--- src/rtl/core7_cpu_5_oci_dct_pkg.sv ---
// Shared definitions for the cpu_5 OCI DCT trace packer: code encodings, frame geometry and end-of-trace states.
package core7_cpu_5_oci_dct_pkg;

  localparam int unsigned CODE_W = 2;
  localparam int unsigned DEPTH  = 15;
  localparam int unsigned CNT_W  = 4;
  localparam int unsigned BUF_W  = CODE_W * DEPTH;

  typedef enum logic [CODE_W-1:0] {
    ILLEGAL   = 2'b00,
    TAKEN     = 2'b01,
    NOT_TAKEN = 2'b10,
    EXC       = 2'b11
  } dct_code_e;

  typedef enum logic [1:0] {
    RUN      = 2'd0,
    STOPPING = 2'd1,
    ENDED    = 2'd2
  } end_state_e;

  typedef struct packed {
    logic [CNT_W-1:0] count;
    logic [BUF_W-1:0] buffer;
  } dct_frame_t;

endpackage

--- src/rtl/core7_cpu_5_oci_dct_outreg.sv ---
// Single-entry valid/ready holding register for packed DCT frames.
module core7_cpu_5_oci_dct_outreg
  import core7_cpu_5_oci_dct_pkg::*;
(
  input  logic       clk,
  input  logic       reset_n,
  input  logic       load_i,
  input  dct_frame_t frame_i,
  input  logic       ready_i,
  output logic       valid_o,
  output dct_frame_t frame_o,
  output logic       free_c
);

  logic       valid_q;
  dct_frame_t frame_q;

  // Data is only written on load, so it stays stable while stalled.
  always_ff @(posedge clk or negedge reset_n) begin
    if (!reset_n) begin
      valid_q <= 1'b0;
      frame_q <= '0;
    end else if (load_i) begin
      valid_q <= 1'b1;
      frame_q <= frame_i;
    end else if (ready_i) begin
      valid_q <= 1'b0;
    end
  end

  assign free_c  = !valid_q || ready_i;
  assign valid_o = valid_q;
  assign frame_o = frame_q;

endmodule

--- src/rtl/core7_cpu_5_oci_dct_packer.sv ---
// Packs 2-bit branch-outcome codes into 15-entry frames and drives the end-of-trace handshake.
module core7_cpu_5_oci_dct_packer
  import core7_cpu_5_oci_dct_pkg::*;
(
  input  logic              clk,
  input  logic              reset_n,
  input  logic              trc_on,
  input  logic              dct_valid,
  input  logic [CODE_W-1:0] dct_code,
  input  logic              dct_flush,
  input  logic              trc_stop,
  input  logic              frame_ready,
  output logic              frame_valid,
  output logic [BUF_W-1:0]  dct_buffer,
  output logic [CNT_W-1:0]  dct_count,
  output logic              overflow,
  input  logic              ovf_clr,
  output logic              test_ending,
  output logic              test_has_ended
);

  logic [BUF_W-1:0] acc_q, acc_d, acc_new;
  logic [CNT_W-1:0] cnt_q, cnt_d, cnt_new;
  logic             wait_q, wait_d;
  logic             ovf_q, ovf_d;
  logic             ending_q, ending_d;
  logic             ended_q, ended_d;
  end_state_e       state_q, state_d;

  logic       code_ok, accept, flush, close, drained;
  logic       out_load, out_free_c;
  dct_frame_t load_frame, out_frame;

  core7_cpu_5_oci_dct_outreg u_outreg (
    .clk     (clk),
    .reset_n (reset_n),
    .load_i  (out_load),
    .frame_i (load_frame),
    .ready_i (frame_ready),
    .valid_o (frame_valid),
    .frame_o (out_frame),
    .free_c  (out_free_c)
  );

  always_comb begin
    acc_d      = acc_q;
    cnt_d      = cnt_q;
    wait_d     = wait_q;
    state_d    = state_q;
    out_load   = 1'b0;
    code_ok    = trc_on && dct_valid && (dct_code != ILLEGAL);
    accept     = code_ok && !wait_q && (state_q == RUN);
    flush      = (trc_on && dct_flush) || (trc_stop && (state_q == RUN));
    acc_new    = acc_q;
    if (accept) acc_new = acc_q | (BUF_W'(dct_code) << (CODE_W * 32'(cnt_q)));
    cnt_new    = cnt_q + CNT_W'(accept);
    close      = !wait_q && ((cnt_new == CNT_W'(DEPTH)) || (flush && (cnt_new != '0)));
    load_frame = '{count: cnt_new, buffer: acc_new};

    // A held frame drains first; a closing frame parks in WAIT if the output is busy.
    if (wait_q) begin
      if (out_free_c) begin
        out_load   = 1'b1;
        load_frame = '{count: cnt_q, buffer: acc_q};
        acc_d      = '0;
        cnt_d      = '0;
        wait_d     = 1'b0;
      end
    end else if (close) begin
      if (out_free_c) begin
        out_load = 1'b1;
        acc_d    = '0;
        cnt_d    = '0;
      end else begin
        wait_d = 1'b1;
        acc_d  = acc_new;
        cnt_d  = cnt_new;
      end
    end else begin
      acc_d = acc_new;
      cnt_d = cnt_new;
    end

    ovf_d = (code_ok && wait_q && (state_q == RUN)) || (ovf_q && !ovf_clr);

    // Everything is empty after this edge: no held, partial or output frame.
    drained = !wait_d && (cnt_d == '0) && !out_load && out_free_c;
    case (state_q)
      RUN:      if (trc_stop) state_d = drained ? ENDED : STOPPING;
      STOPPING: if (drained)  state_d = ENDED;
      default:  state_d = ENDED;
    endcase

    ending_d = (state_d == ENDED) && (state_q != ENDED);
    ended_d  = ended_q || ending_d;
  end

  always_ff @(posedge clk or negedge reset_n) begin
    if (!reset_n) begin
      acc_q    <= '0;
      cnt_q    <= '0;
      wait_q   <= 1'b0;
      ovf_q    <= 1'b0;
      ending_q <= 1'b0;
      ended_q  <= 1'b0;
      state_q  <= RUN;
    end else begin
      acc_q    <= acc_d;
      cnt_q    <= cnt_d;
      wait_q   <= wait_d;
      ovf_q    <= ovf_d;
      ending_q <= ending_d;
      ended_q  <= ended_d;
      state_q  <= state_d;
    end
  end

  assign dct_buffer     = out_frame.buffer;
  assign dct_count      = out_frame.count;
  assign overflow       = ovf_q;
  assign test_ending    = ending_q;
  assign test_has_ended = ended_q;

endmodule

--- config.mk ---
export PLATFORM = sky130hd
export DESIGN_NAME = core7_cpu_5_oci_dct_packer
export DESIGN_NICKNAME = d
export VERILOG_FILES = /design/src/rtl/core7_cpu_5_oci_dct_pkg.sv /design/src/rtl/core7_cpu_5_oci_dct_outreg.sv /design/src/rtl/core7_cpu_5_oci_dct_packer.sv
export SDC_FILE = /design/constraint.sdc
export NUM_CORES = 1
export LEC_CHECK = 0
export ABC_AREA = 1
export CORE_UTILIZATION = 28
export CTS_BUF_LIST = sky130_fd_sc_hd__clkbuf_8
export CTS_CLUSTER_SIZE = 25
export DETAILED_ROUTE_END_ITERATION = 6
export PLACE_DENSITY = 0.54
export SYNTH_ARGS = -nofsm -noshare
export SYNTH_HDL_FRONTEND = slang
export SYNTH_SLANG_ARGS = --single-unit
--- constraint.sdc ---
create_clock -name clk -period 7 [get_ports clk]
set_clock_uncertainty 0.1 [all_clocks]
set_input_delay 1.4 -clock clk [delete_from_list [all_inputs] [get_ports clk]]
set_output_delay 1.4 -clock clk [all_outputs]
set_load 0.01 [all_outputs]
==> impl_metrics.py <==
metrics = {
    "clock_tree": {
        "cts_setup_buffers": 0,
        "cts-root-buf": "clkbuf_8",
        "cts_hold_buf": 0,
        "cts_made_buffers": 9,
        "insertion_delay_ns": 0.35,
        "cts-htree-levels": 3,
        "clock-sinks": 75,
        "cts_resized": 0,
        "clk_pin_slew_worst_paths_ns": 0.08,
        "cts_tree": "done",
        "clk_path_buf_depth": 2,
    },
    "critical_path": {
        "endpoint_kind": "flop",
        "critical_path.max_fanout": 51,
        "path_cells": "clkdlybuf4s50_1, inv_1, a21oi_1, nand3_1, inv_1, ha_1, ha_1, nand2_1, inv_1, nand3_1, a21oi_2, nand3_2, inv_2, nor2_4, inv_2, buf_12, nor2_1, a31oi_1",
        "required_ns": 7.17,
        "path_delay_family": "buffers and inverters",
        "cp_num_buf_inv": 7,
        "critPathKind": "primary input to flop",
        "cp_slowest_cell": "inv_2",
        "arrival_ns": 4.79,
        "start_kind": "primary input",
        "cp_common_cell": "inv_1",
        "critPathMaxStageDelay_ns": 0.69,
    },
    "run_status": {
        "status": "finished, violations left",
        "violations": "DRC",
    },
    "die": {
        "num_rows": 39,
        "start_util_pct": 29.28,
        "die_h_um": 112.2,
        "die_width_um": 112.2,
        "core_um2": 11610,
        "die_area_um2": 12590,
        "io_pins": 48,
    },
    "route": {
        "wire_per_inst_um": 13.48,
        "ant_nets": 0,
        "drtPass1Iterations": 6,
        "vias_per_cell": 4.584,
        "totalWireLength_um": 7591,
        "vias": 2581,
        "drt_iter0_drc": 127,
        "route.detailed.drc": 2,
    },
    "timing": {
        "finalCritPeriodShare_pct": 66.06,
        "rsz0062_at_grt": "no",
        "worst_pin_slew_ns": 1.234,
        "fin_crit_ns": 4.624,
        "fmax_mhz": 216.2,
        "hold_violations": 0,
        "final_max_slew_viol_count": 0,
        "whs_ns": 0.3795,
        "finalSetupViolations": 0,
        "finalSetupTns_ns": 0,
        "relSlewSlack_pct": 17.55,
    },
    "pwr": {
        "power_density_nw_per_um2": 307.1,
        "p_leak_uw": 0.001851,
        "vdd_ir_drop_max_mv": 0.1189,
    },
    "cells_and_area": {
        "area_growth_pct": 22.33,
        "drive_above_1_share_pct": 8.571,
        "diodes": 0,
        "fillers": 1202,
        "layoutNonFillerInstCount": 563,
        "fin_nets": 427,
    },
    "global_routing": {
        "grt_antenna_before_repair": 0,
        "grt.total_usage_pct": 12.80,
        "grt_first_pass_wirelength_um": 12640,
        "grt_start_max_net_pins": 76,
        "grt_pass1_vias": 2545,
        "gr-total-overflow": 0,
    },
    "synthesis": {
        "synth-async-reset-ratio_pct": 100.0,
        "synth_common_cells": "75 x dfrtp_1, 71 x nand2_1, 60 x nor2_1",
        "synth_edf_count": 0,
        "syn_area_um2": 3401,
        "syn_area_per_cell_um2": 9.117,
        "synth-seq-area-share_pct": 55.19,
        "synth_top_flop_cell": "dfrtp_1",
        "yosysMostFrequentCell": "dfrtp_1",
        "synthCells": 373,
        "yosysWarningCount": 0,
        "synth.largest_area_cell": "dfrtp_1",
        "yosysTopAreaCellShare_pct": 55.19,
        "ys_types": 27,
        "synth_area_leaders": "dfrtp_1 55%, nand2_1 7.8%, nor2_1 6.6%",
        "synth_fp_nets": 385,
        "synth_seq_cells": 75,
    },
    "placed_design": {
        "gp_congestion": 0.8079,
        "numPortBuffers": 47,
        "placed_cells": 547,
        "dp_hpwl_um": 5206,
    },
    "hold_path": {
        "hold_path.class": "flop to flop",
    },
    "flow_run": {
        "drv_cap": 0,
    },
}
## stage by stage
| step | util [%] | setup WS [ns] | area, µm² | power, µW |
|---|---|---|---|---|
| after floorplan | - | 3.492 | 3401 | 753.7 |
| after global placement | 34.07 | 2.152 | 3956 | 946.8 |
| after detailed placement | 34.07 | 2.045 | 3956 | 953.7 |
| after CTS | 35.82 | 2.393 | 4160 | 1301 |
| after global routing | 35.82 | 2.031 | 4160 | 1353 |
| final | 35.82 | 2.376 | 4160 | 1277 |
## kinds of logic (layout without fill, tap and decap cells)
kind of cell	Yosys count	count (layout)	share of synthesized area, %
AO/OA/AOI/OAI	72	72	16.81
flip-flops	75	75	55.19
buffers and inverters	78	125	10.08
AND/OR/NAND/NOR	146	146	17.18
adder cells (fa/ha/maj)	2	2	0.7357
## worst reg2reg max path: cells and delay by family, from the launching register on
family	cells	cell delay, ns
DFF	1	0.46
adders and majority gates	2	0.57
buffers and inverters	6	1.43
AOI/OAI and AO/OA	2	0.36
and+or+nand+nor	6	0.64
## power breakdown
part | total (µW) | internal (µW) | switching (µW)
clock | 339 | 182 | 157
sequential | 585 | 529 | 56.3
combinational | 353 | 199 | 154
total | 1280 | 910 | 367
## sequential cells by signal, summed over array words and instances (netlist names)
register / cells
state_q: 2
u_outreg.frame_o: 34
test_ending: 1
acc_q: 30
cnt_q: 4
test_has_ended: 1
u_outreg.valid_o: 1
wait_q: 1
overflow: 1
## placed cells by master (no fill, tap or decap), drive strengths merged
cell / instances
nand4: 2
clkinv: 3
a31oi: 33
a21oi: 5
o21ai: 3
nor2: 61
nand2: 73
a32o: 1
o22ai: 30
clkdlybuf4s50: 46
clkbuf: 11
inv: 62
nor3: 1
dfrtp: 75
or2: 1
ha: 2
nand3: 8
bufinv: 1
buf: 2
## final cells by class
class | count | area [µm²] | share of cell area [%]
clock buffers | 11 | 151.4 | 3.639
clock inverters | 5 | 52.55 | 1.263
inverters | 61 | 231.5 | 5.564
multi-input cells | 220 | 1181 | 28.39
flip-flops and latches | 75 | 1877 | 45.11
well taps | 143 | 178.9 | 4.301
repair buffers | 48 | 488.0 | 11.73
## per-layer routing
metal	vias to the layer above	wire, µm	track usage, %
met4	0	80	3.822
li1	1297	-	-
met5	-	0	0
met2	56	3324	19.71
met1	1221	3820	17.24
met3	7	365	4.050
## worst paths after layout
check / from / to / slack [ns] / cells past startpoint
worst max-delay path: dct_code[1] / u_outreg.frame_o[18] / 2.38 / 18
worst min-delay path: test_has_ended / test_has_ended / 0.38 / 2
worst max register to register: wait_q / u_outreg.frame_o[18] / 3.37 / 16
worst min register to register: test_has_ended / test_has_ended / 0.38 / 2
max in group asynchronous: reset_n / u_outreg.frame_o[33] / 5.11 / 1
min in group asynchronous: reset_n / u_outreg.frame_o[18] / 1.09 / 1
Power figures use the tool's default switching activity.
